<file path="src/rtl/seg7_display_driver.sv">
// Eight-digit multiplexed seven-segment driver.
// Converts a 20-bit binary value to six BCD digits with a serial double-dabble,
// shows a mode letter on the top digit, and blinks an edit cursor with a decimal point.
module seg7_display_driver #(
  parameter int SCAN_DIV  = 12500,
  parameter int BLINK_DIV = 25000000
) (
  input  logic        clk,
  input  logic        rst,
  input  logic [19:0] display_value,
  input  logic [3:0]  display_mode,
  input  logic [2:0]  cursor_in,
  output logic [7:0]  an_n,
  output logic [6:0]  seg_n,
  output logic        dp_n
);

  localparam int SCAN_W  = (SCAN_DIV > 1) ? $clog2(SCAN_DIV) : 1;
  localparam int BLINK_W = (BLINK_DIV > 1) ? $clog2(BLINK_DIV) : 1;
  localparam logic [SCAN_W-1:0]  SCAN_LAST  = SCAN_W'(SCAN_DIV - 1);
  localparam logic [BLINK_W-1:0] BLINK_LAST = BLINK_W'(BLINK_DIV - 1);

  localparam logic [6:0] SEG_BLANK = 7'b1111111;
  localparam logic [6:0] SEG_DASH  = 7'b0111111;
  localparam logic [19:0] MAX_SHOWN = 20'd999999;

  typedef enum logic [1:0] {
    IDLE  = 2'd0,
    SHIFT = 2'd1,
    DONE  = 2'd2
  } state_t;

  state_t state_reg, state_next;

  logic [SCAN_W-1:0]  scan_cnt_reg;
  logic [2:0]         scan_idx_reg;
  logic [BLINK_W-1:0] blink_cnt_reg;
  logic               blink_on_reg;

  logic [19:0] last_value_reg;
  logic        force_reg;
  logic [19:0] bin_reg;
  logic [23:0] bcd_work_reg;
  logic [23:0] bcd_adj;
  logic [4:0]  bit_cnt_reg;
  logic [23:0] digits_reg;
  logic        ovf_reg;

  logic [3:0] digit_arr [0:5];
  logic [2:0] msd_idx;
  logic [3:0] cur_digit;
  logic       cursor_active;
  logic       is_cursor;
  logic [6:0] seg_next;
  logic       dp_next;

  logic [7:0] an_n_reg;
  logic [6:0] seg_n_reg;
  logic       dp_n_reg;

  function automatic logic [6:0] digit_seg(input logic [3:0] d);
    logic [6:0] s;
    case (d)
      4'd0:    s = 7'b1000000;
      4'd1:    s = 7'b1111001;
      4'd2:    s = 7'b0100100;
      4'd3:    s = 7'b0110000;
      4'd4:    s = 7'b0011001;
      4'd5:    s = 7'b0010010;
      4'd6:    s = 7'b0000010;
      4'd7:    s = 7'b1111000;
      4'd8:    s = 7'b0000000;
      4'd9:    s = 7'b0010000;
      default: s = SEG_BLANK;
    endcase
    return s;
  endfunction

  function automatic logic [6:0] mode_seg(input logic [3:0] m);
    logic [6:0] s;
    case (m)
      4'd0:    s = 7'b0001110;  // F
      4'd1:    s = 7'b0001100;  // P
      4'd2:    s = 7'b0100001;  // d
      4'd3:    s = 7'b0101111;  // r
      4'd4:    s = 7'b0010010;  // S
      default: s = SEG_DASH;
    endcase
    return s;
  endfunction

  // Per-digit double-dabble correction and unpacking of the latched digits.
  genvar gi;
  generate
    for (gi = 0; gi < 6; gi++) begin : g_digit
      assign bcd_adj[4*gi +: 4] = (bcd_work_reg[4*gi +: 4] >= 4'd5) ?
                                  bcd_work_reg[4*gi +: 4] + 4'd3 :
                                  bcd_work_reg[4*gi +: 4];
      assign digit_arr[gi] = digits_reg[4*gi +: 4];
    end
  endgenerate

  // Scan timer: hold each digit for SCAN_DIV cycles, then step to the next one.
  always_ff @(posedge clk or posedge rst) begin
    if (rst) begin
      scan_cnt_reg <= '0;
      scan_idx_reg <= '0;
    end else if (scan_cnt_reg == SCAN_LAST) begin
      scan_cnt_reg <= '0;
      scan_idx_reg <= scan_idx_reg + 3'd1;
    end else begin
      scan_cnt_reg <= scan_cnt_reg + SCAN_W'(1);
    end
  end

  // Blink timer: toggle the cursor visibility every BLINK_DIV cycles.
  always_ff @(posedge clk or posedge rst) begin
    if (rst) begin
      blink_cnt_reg <= '0;
      blink_on_reg  <= 1'b1;
    end else if (blink_cnt_reg == BLINK_LAST) begin
      blink_cnt_reg <= '0;
      blink_on_reg  <= ~blink_on_reg;
    end else begin
      blink_cnt_reg <= blink_cnt_reg + BLINK_W'(1);
    end
  end

  // Conversion FSM state register.
  always_ff @(posedge clk or posedge rst) begin
    if (rst) state_reg <= IDLE;
    else     state_reg <= state_next;
  end

  // Conversion FSM next state: restart on a new value or after reset.
  always_comb begin
    state_next = state_reg;
    case (state_reg)
      IDLE:    if (force_reg || (display_value != last_value_reg)) state_next = SHIFT;
      SHIFT:   if (bit_cnt_reg == 5'd19) state_next = DONE;
      DONE:    state_next = IDLE;
      default: state_next = IDLE;
    endcase
  end

  // Conversion datapath: sample, shift one bit per cycle, then publish all digits at once.
  always_ff @(posedge clk or posedge rst) begin
    if (rst) begin
      last_value_reg <= '0;
      force_reg      <= 1'b1;
      bin_reg        <= '0;
      bcd_work_reg   <= '0;
      bit_cnt_reg    <= '0;
      digits_reg     <= '0;
      ovf_reg        <= 1'b0;
    end else begin
      case (state_reg)
        IDLE: begin
          if (state_next == SHIFT) begin
            last_value_reg <= display_value;
            bin_reg        <= display_value;
            bcd_work_reg   <= '0;
            bit_cnt_reg    <= '0;
            force_reg      <= 1'b0;
          end
        end
        SHIFT: begin
          bcd_work_reg <= {bcd_adj[22:0], bin_reg[19]};
          bin_reg      <= {bin_reg[18:0], 1'b0};
          bit_cnt_reg  <= bit_cnt_reg + 5'd1;
        end
        DONE: begin
          digits_reg <= bcd_work_reg;
          ovf_reg    <= (last_value_reg > MAX_SHOWN);
        end
        default: ;
      endcase
    end
  end

  // Highest nonzero digit position; everything above it is blanked.
  always_comb begin
    msd_idx = 3'd0;
    for (int i = 1; i < 6; i++) begin
      if (digit_arr[i] != 4'd0) msd_idx = 3'(i);
    end
  end

  // Select the pattern for the digit currently being scanned.
  always_comb begin
    cur_digit = 4'd0;
    case (scan_idx_reg)
      3'd0:    cur_digit = digit_arr[0];
      3'd1:    cur_digit = digit_arr[1];
      3'd2:    cur_digit = digit_arr[2];
      3'd3:    cur_digit = digit_arr[3];
      3'd4:    cur_digit = digit_arr[4];
      3'd5:    cur_digit = digit_arr[5];
      default: cur_digit = 4'd0;
    endcase

    cursor_active = (display_mode == 4'd0) && (cursor_in <= 3'd2);
    is_cursor     = cursor_active && (scan_idx_reg == cursor_in);

    seg_next = SEG_BLANK;
    dp_next  = 1'b1;
    if (scan_idx_reg == 3'd7) begin
      seg_next = mode_seg(display_mode);
    end else if (scan_idx_reg == 3'd6) begin
      seg_next = SEG_BLANK;
    end else if (ovf_reg) begin
      seg_next = SEG_DASH;
    end else if ((scan_idx_reg <= msd_idx) || is_cursor) begin
      seg_next = digit_seg(cur_digit);
    end

    if (is_cursor) dp_next = 1'b0;
    // The cursor digit goes fully dark during the off half of the blink.
    if (is_cursor && !blink_on_reg) begin
      seg_next = SEG_BLANK;
      dp_next  = 1'b1;
    end
  end

  // Register the pad outputs so anode and segments change on the same edge.
  always_ff @(posedge clk or posedge rst) begin
    if (rst) begin
      an_n_reg  <= 8'hFF;
      seg_n_reg <= 7'h7F;
      dp_n_reg  <= 1'b1;
    end else begin
      an_n_reg  <= ~(8'b1 << scan_idx_reg);
      seg_n_reg <= seg_next;
      dp_n_reg  <= dp_next;
    end
  end

  assign an_n  = an_n_reg;
  assign seg_n = seg_n_reg;
  assign dp_n  = dp_n_reg;

endmodule

</file>
<file path="config.mk">
export PLATFORM = sky130hd
export DESIGN_NAME = seg7_display_driver
export DESIGN_NICKNAME = d
export VERILOG_FILES = /design/src/rtl/seg7_display_driver.sv
export SDC_FILE = /design/constraint.sdc
export NUM_CORES = 1
export LEC_CHECK = 0
export CAP_MARGIN = 20
export CORE_ASPECT_RATIO = 0.6
export CORE_MARGIN = 4
export CORE_UTILIZATION = 32
export DETAILED_ROUTE_END_ITERATION = 10
export SYNTH_ARGS = -nofsm -noshare
export SYNTH_HDL_FRONTEND = slang
export SYNTH_SLANG_ARGS = --single-unit
export TNS_END_PERCENT = 10
</file>
<file path="constraint.sdc">
create_clock -name clk -period 6.72 [get_ports clk]
set_input_delay 1.344 -clock clk [delete_from_list [all_inputs] [get_ports clk]]
set_output_delay 1.344 -clock clk [all_outputs]
set_load 0.1 [all_outputs]
</file>
# Word-level counts from Yosys, hierarchy flattened

Memories as Yosys holds them, arrays and structs flattened.
Index checks and enable logic that the tools add are counted.

Add/sub/neg operators: 10
Order comparisons: 9
Equality and inequality tests: 20
Shift-type cells: 1
Muxes and demuxes: 31
Bitwise operators: 2
Reductions and logical operators: 17

Operator list:

| cell                                                                                 | number |
|---|---|
| 24-bit one-hot mux with 2 select lines                                               | 1 |
| 20-bit one-hot mux with 2 select lines                                               | 1 |
| 7-bit two-way mux                                                                    | 5 |
| 6-bit one-hot mux with 5 select lines                                                | 1 |
| 25-bit by 1-bit adder with 25-bit output (second input constant)                     | 1 |
| 25-bit == test (second input constant)                                               | 1 |
| 25-bit two-way mux                                                                   | 1 |
| 4-bit by 3-bit greater-or-equal comparator with 1-bit output (second input constant) | 6 |
| 24-bit two-way mux                                                                   | 1 |
| 4-bit one-hot mux with 6 select lines                                                | 1 |
| 4-bit by 2-bit adder with 4-bit output (second input constant)                       | 5 |
| 20-bit > comparator (second input constant)                                          | 1 |
| 20-bit two-way mux                                                                   | 1 |
| 4-bit two-way mux                                                                    | 5 |
| 20-bit inequality test                                                               | 1 |
| 4-bit nonzero test                                                                   | 5 |
| 3-bit two-way mux                                                                    | 5 |
| 14-bit by 1-bit adder with 14-bit output (second input constant)                     | 1 |
| 14-bit == test (second input constant)                                               | 1 |
| 14-bit two-way mux                                                                   | 1 |
| 3-bit == test (second input constant)                                                | 4 |
| 5-bit one-hot mux with 2 select lines                                                | 1 |
| 4-bit by 2-bit == test with 1-bit output (second input constant)                     | 2 |
| 8-bit inverter                                                                       | 1 |
| other kinds (28)                                                                     | 37 |

Flip-flop bits (word level): 156
Bits in read-only memories: 112
Bits of input ports: 29
Output and inout port bits: 16
Word-level logic and storage cells: 106
Memories: 1

Memory list:

| memory          | words | bits a word | rd ports | clocked after Yosys merged registers in | wr ports | RTL line | RTL |
|---|---|---|---|---|---|---|---|
| (no name shown) | 16    | 7           | 1        | 0                                       | 0        | 63       | `case (d)` |

# Logic depth before layout (Yosys ltp)

Depth after elaboration: 13
Gate-level depth with buffers: 12
Depth with buffers taken out: 12

# Worst setup path before layout

Ideal clock, no wire load.

Path kind: in2reg
From: input port display_mode[1]
To: register seg_n_reg[3] (netlist: seg_n[3])
Setup time: 73 ps
Arrival: 2,963 ps
Data required time: 6,647 ps
Setup slack: 3,683 ps
Stages on the path: 6
Buffers on the path: 0
Path through: or4_1 -> a2111o_1 -> nand2b_4 -> or2_4 -> a41oi_2 -> o21bai_1

Longest elaborated chain between the ends: 9
Elaborated cells on any way between the ends: 15
Those cells by class: 4 x eq/ne; 6 x mux; 5 x reduce/logical

Ends and longest elaborated chain:

| item                  | RTL line | RTL |
|---|---|---|
| from (decl)           | 11       | `input logic [3:0] display_mode,` |
| 4-bit zero test       | 81, 202  |  |
| 1-bit logical AND     | 202      | `cursor_active = (display_mode == 4'd0) && (cursor_in <= 3'd2);` |
| 1-bit logical AND     | 203      | `is_cursor = cursor_active && (scan_idx_reg == cursor_in);` |
| 1-bit logical OR      | 213      | `end else if ((scan_idx_reg <= msd_idx) \|\| is_cursor) begin` |
| 7-bit two-way mux     | 213      |  |
| 7-bit two-way mux     | 211      | `end else if (ovf_reg) begin` |
| 7-bit two-way mux     | 209      | `end else if (scan_idx_reg == 3'd6) begin` |
| 7-bit two-way mux     | 207      | `if (scan_idx_reg == 3'd7) begin` |
| 7-bit two-way mux (*) | 219      | `if (is_cursor && !blink_on_reg) begin` |
| via seg_next[3]       | 54       | `logic [6:0] seg_next;` |
| to (signal assigned)  | 233      | `seg_n_reg <= seg_next;` |
| to (decl)             | 58       | `logic [6:0] seg_n_reg;` |

The timed path passes the listed nets; every way through them passes the cells marked *.
A chain may end at the register's enable or synchronous reset.

# Worst setup path in the final report

From: input port display_value[11]
To: register last_value_reg[1]

Longest elaborated chain between the ends: 6

Ends and longest elaborated chain:

| item                                     | RTL line | RTL |
|---|---|---|
| from (decl)                              | 10       | `input logic [19:0] display_value,` |
| 20-bit inequality test                   | 139      | `IDLE: if (force_reg \|\| (display_value != last_value_reg)) state_next = SHIFT;` |
| 1-bit logical OR                         | 139      |  |
| 2-bit two-way mux                        | 139      |  |
| 2-bit one-hot mux with 2 select lines    | 138      | `case (state_reg)` |
| 2-bit by 1-bit == test with 1-bit output | 159      | `if (state_next == SHIFT) begin` |
| 2-bit AND reduction (no line)            | n/a      |  |
| to (signal assigned)                     | 160      | `last_value_reg <= display_value;` |
| to (decl)                                | 40       | `logic [19:0] last_value_reg;` |

No other way between the ends.

==> impl_results.md <==
- Status: finished, final reports clean
- Endpoints failing hold: 0
- PostCTS Resize Cnt: 0
- NumNets Final: 820
- Synth Register Bits: 156
- Worst hold path type: register to register
- Utilization after layout: 39.4%
- Number of global-route vias before repair: 5125
- Yosys cell types: 65
- Max Fclk: 0.260 GHz
- Reg clk slew, reported paths: 60 ps
- DRT iter0 DRCs: 404
- Post-DP Area: 0.00854 mm2
- Hold Path Origin: blink_cnt_reg[4]
- Critical R2R Capture: last_value_reg[1]
- DRC: 0
- CP Class: primary input to register
- Post-Route Setup TNS: 0 ps
- CTS root buf: clkbuf_16
- Area Overhead vs Synth: 19.2%
- Post-Route WL: 16500 um
- PD cells: 399 mW/mm2
- R2r startpoint: last_value_reg[10]
- Yosys top cell area share: 44.6%
- Top cells by count, synth: dfrtp_1 (138), nand2_1 (63), nor2_1 (49), mux2_2 (46), xor2_1 (36)
- RSZ-0062 raised after global routing: no
- Chip Width: 209 um
- Hold_buf cts: 0
- Syn_nets: 771
- First-pass GRT wire length: 28100 um
- Port bufs: 44
- Clk sinks: 156
- Post-route ant nets: 0
- Max-Cap Viols: 0
- Crit path max fanout: 38
- Hpwl dp: 11200 um
- 1st-pass router iterations: 4
- Syn. warnings: 0
- CTS tree: built
- Full die area: 0.0268 mm2
- Fin area: 0.00924 mm2
- Global Route Usage Sum: 13.0%
- Fin Clk Skew: 12.2 ps
- Initial antenna violation count: 0
- GRT overflow: 0
- Min cycle time layout: 3850 ps
- Hold-critical path endpoint: blink_cnt_reg[4]
- Top cells by area, synth: dfrtp_1 (45%), mux2_2 (6.7%), dfstp_2 (6.1%)
- Ant diodes: 0
- Setup crit end kind: register
- Rel. slew slack: 31.0%
- Post-DR wirelength/cell: 15.1 um
- Routability cong.: 0.820
- IO Count: 45
- Fill cells: 2307
- Seq/Total Area, Yosys: 50.7%
- # Post-CTS Setup Buffers: 0
- Ys async rst share: 100%
- Number of flip-flops in the largest register: 25
- Syn Inst Count: 713
- Die Y-Extent: 129 um
- Initial core utilization: 33.0%
- Syn avg cell area: 10.9 um2
- CTS Buffer Depth: 2
- CORE AREA: 0.0235 mm2
- Part of the cycle the worst path needs: 57.3%
- Routed via count: 5325
- CP Launch Type: primary input
- Total CTS buffers: 17
- Maximum vdd drop: 159 uV
- Mapped Area: 0.00775 mm2
- Skew-Pair Late Insertion Delay: 430 ps
- Ratio of cells with drive above 1 in the final layout: 15.7%
- CP Data Required Time: 7040 ps
- Hold Crit Depth: 1
- Leak: 3.92 nW
- Via density: 4.89
- Maximum number of pins on one net before global-route repair: 112
- Post-synth EDFFs: 0
- Final slew viol count: 0
- Worst-margin pin slew: 1030 ps
- Ys flop type: dfrtp_1
- H-tree levels: 4
- CP arrival: 4170 ps
- Worst R2R Setup Slack: 3890 ps
- Setup-failing EPs final: 0
- Most numerous cell in the Yosys netlist: dfrtp_1
- R2R depth: 7
- Core Rows: 43
- Dominant cell type by area after synthesis: dfrtp_1
[routing by layer]
metal  wire length, um  global-route usage [%]
met1              9190                    21.0
met2              6610                    16.8
met3               585                    3.39
met4                93                    3.57
met5                 0                       0
[layout make-up]
| type | instances | area [um2] | share of cell area, % |
|---|---|---|---|
| Tap cell | 315 | 394 | 4.27 |
| Timing Repair Buffer | 54 | 559 | 6.05 |
| Inverter | 29 | 114 | 1.23 |
| Multi-Input combinational cell | 504 | 3620 | 39.2 |
| Sequential cell | 156 | 3930 | 42.5 |
| Clock inverter | 13 | 176 | 1.91 |
| Clock buffer | 19 | 443 | 4.79 |
[power breakdown]
| part | internal (W) | total, W | switching [W] |
|---|---|---|---|
| Combinational | 0.000543 | 0.00116 | 0.000621 |
| Sequential | 0.00124 | 0.00150 | 0.000258 |
| Clock | 0.000605 | 0.00102 | 0.000416 |
[cell families after synthesis]
family          count (synthesis)  synth area share [%]
flops                         156                  50.7
compound gates                135                  12.7
simple gates                  227                  14.9
mux                            51                  7.33
xor+xnor                       62                  7.01
buf+inv                        53                  2.78
fa+ha+maj                      29                  4.68
[cells in the final DEF (no fill, tap or decap), types with 3 or more instances in the layout]
cell and n:
a211oi_1 3, a21oi_1 23, a221o_1 20, a22o_1 11, and2_1 20, and3_1 5
buf_4 7, bufinv_16 3, clkbuf_16 17, clkdlybuf4s50_1 44, dfrtp_1 138, dfstp_2 18
ha_1 29, inv_1 27, inv_6 6, mux2_2 46, mux2i_1 5, nand2_1 63
nand2b_1 8, nand3_1 19, nand4_1 13, nor2_1 48, nor2b_1 8, nor3_1 8
nor3b_1 5, nor4_1 7, o21ai_0 27, o21bai_1 3, o22ai_1 18, or3_1 4
or4_1 8, xnor2_1 26, xor2_1 36
[per-stage QoR]
step	power [W]	instances	hold slack, ps	setup slack (ps)
2_1_floorplan	0.00237	713	439	1200
3_3_place_gp	0.00265	1054	457	2380
3_5_place_dp	0.00266	1054	457	2370
4_1_cts	0.00371	1086	471	2860
5_1_grt	0.00395	1090	496	2690
6_report	0.00368	1090	472	2870
[worst max-delay path, stage by stage]
cell and delay (ps):
clkdlybuf4s50_1 520, xor2_1 250, nor4_1 90, nand4_1 150, nor2_1 100, nor3_4 780, buf_4 540, mux2_2 390
[worst max-delay path by stage]
stage	depth (start not counted)	end	from	slack (ps)
finish	8	last_value_reg[1]	display_value[11]	2870
global route	8	last_value_reg[18]	display_value[11]	2690
CTS	8	last_value_reg[1]	display_value[11]	2860
detailed placement	8	last_value_reg[2]	display_value[11]	2370
global placement	8	last_value_reg[2]	display_value[11]	2380
floorplan	1	bcd_work_reg[0]	rst	1200
No activity file was read; power rests on OpenSTA's default activity.
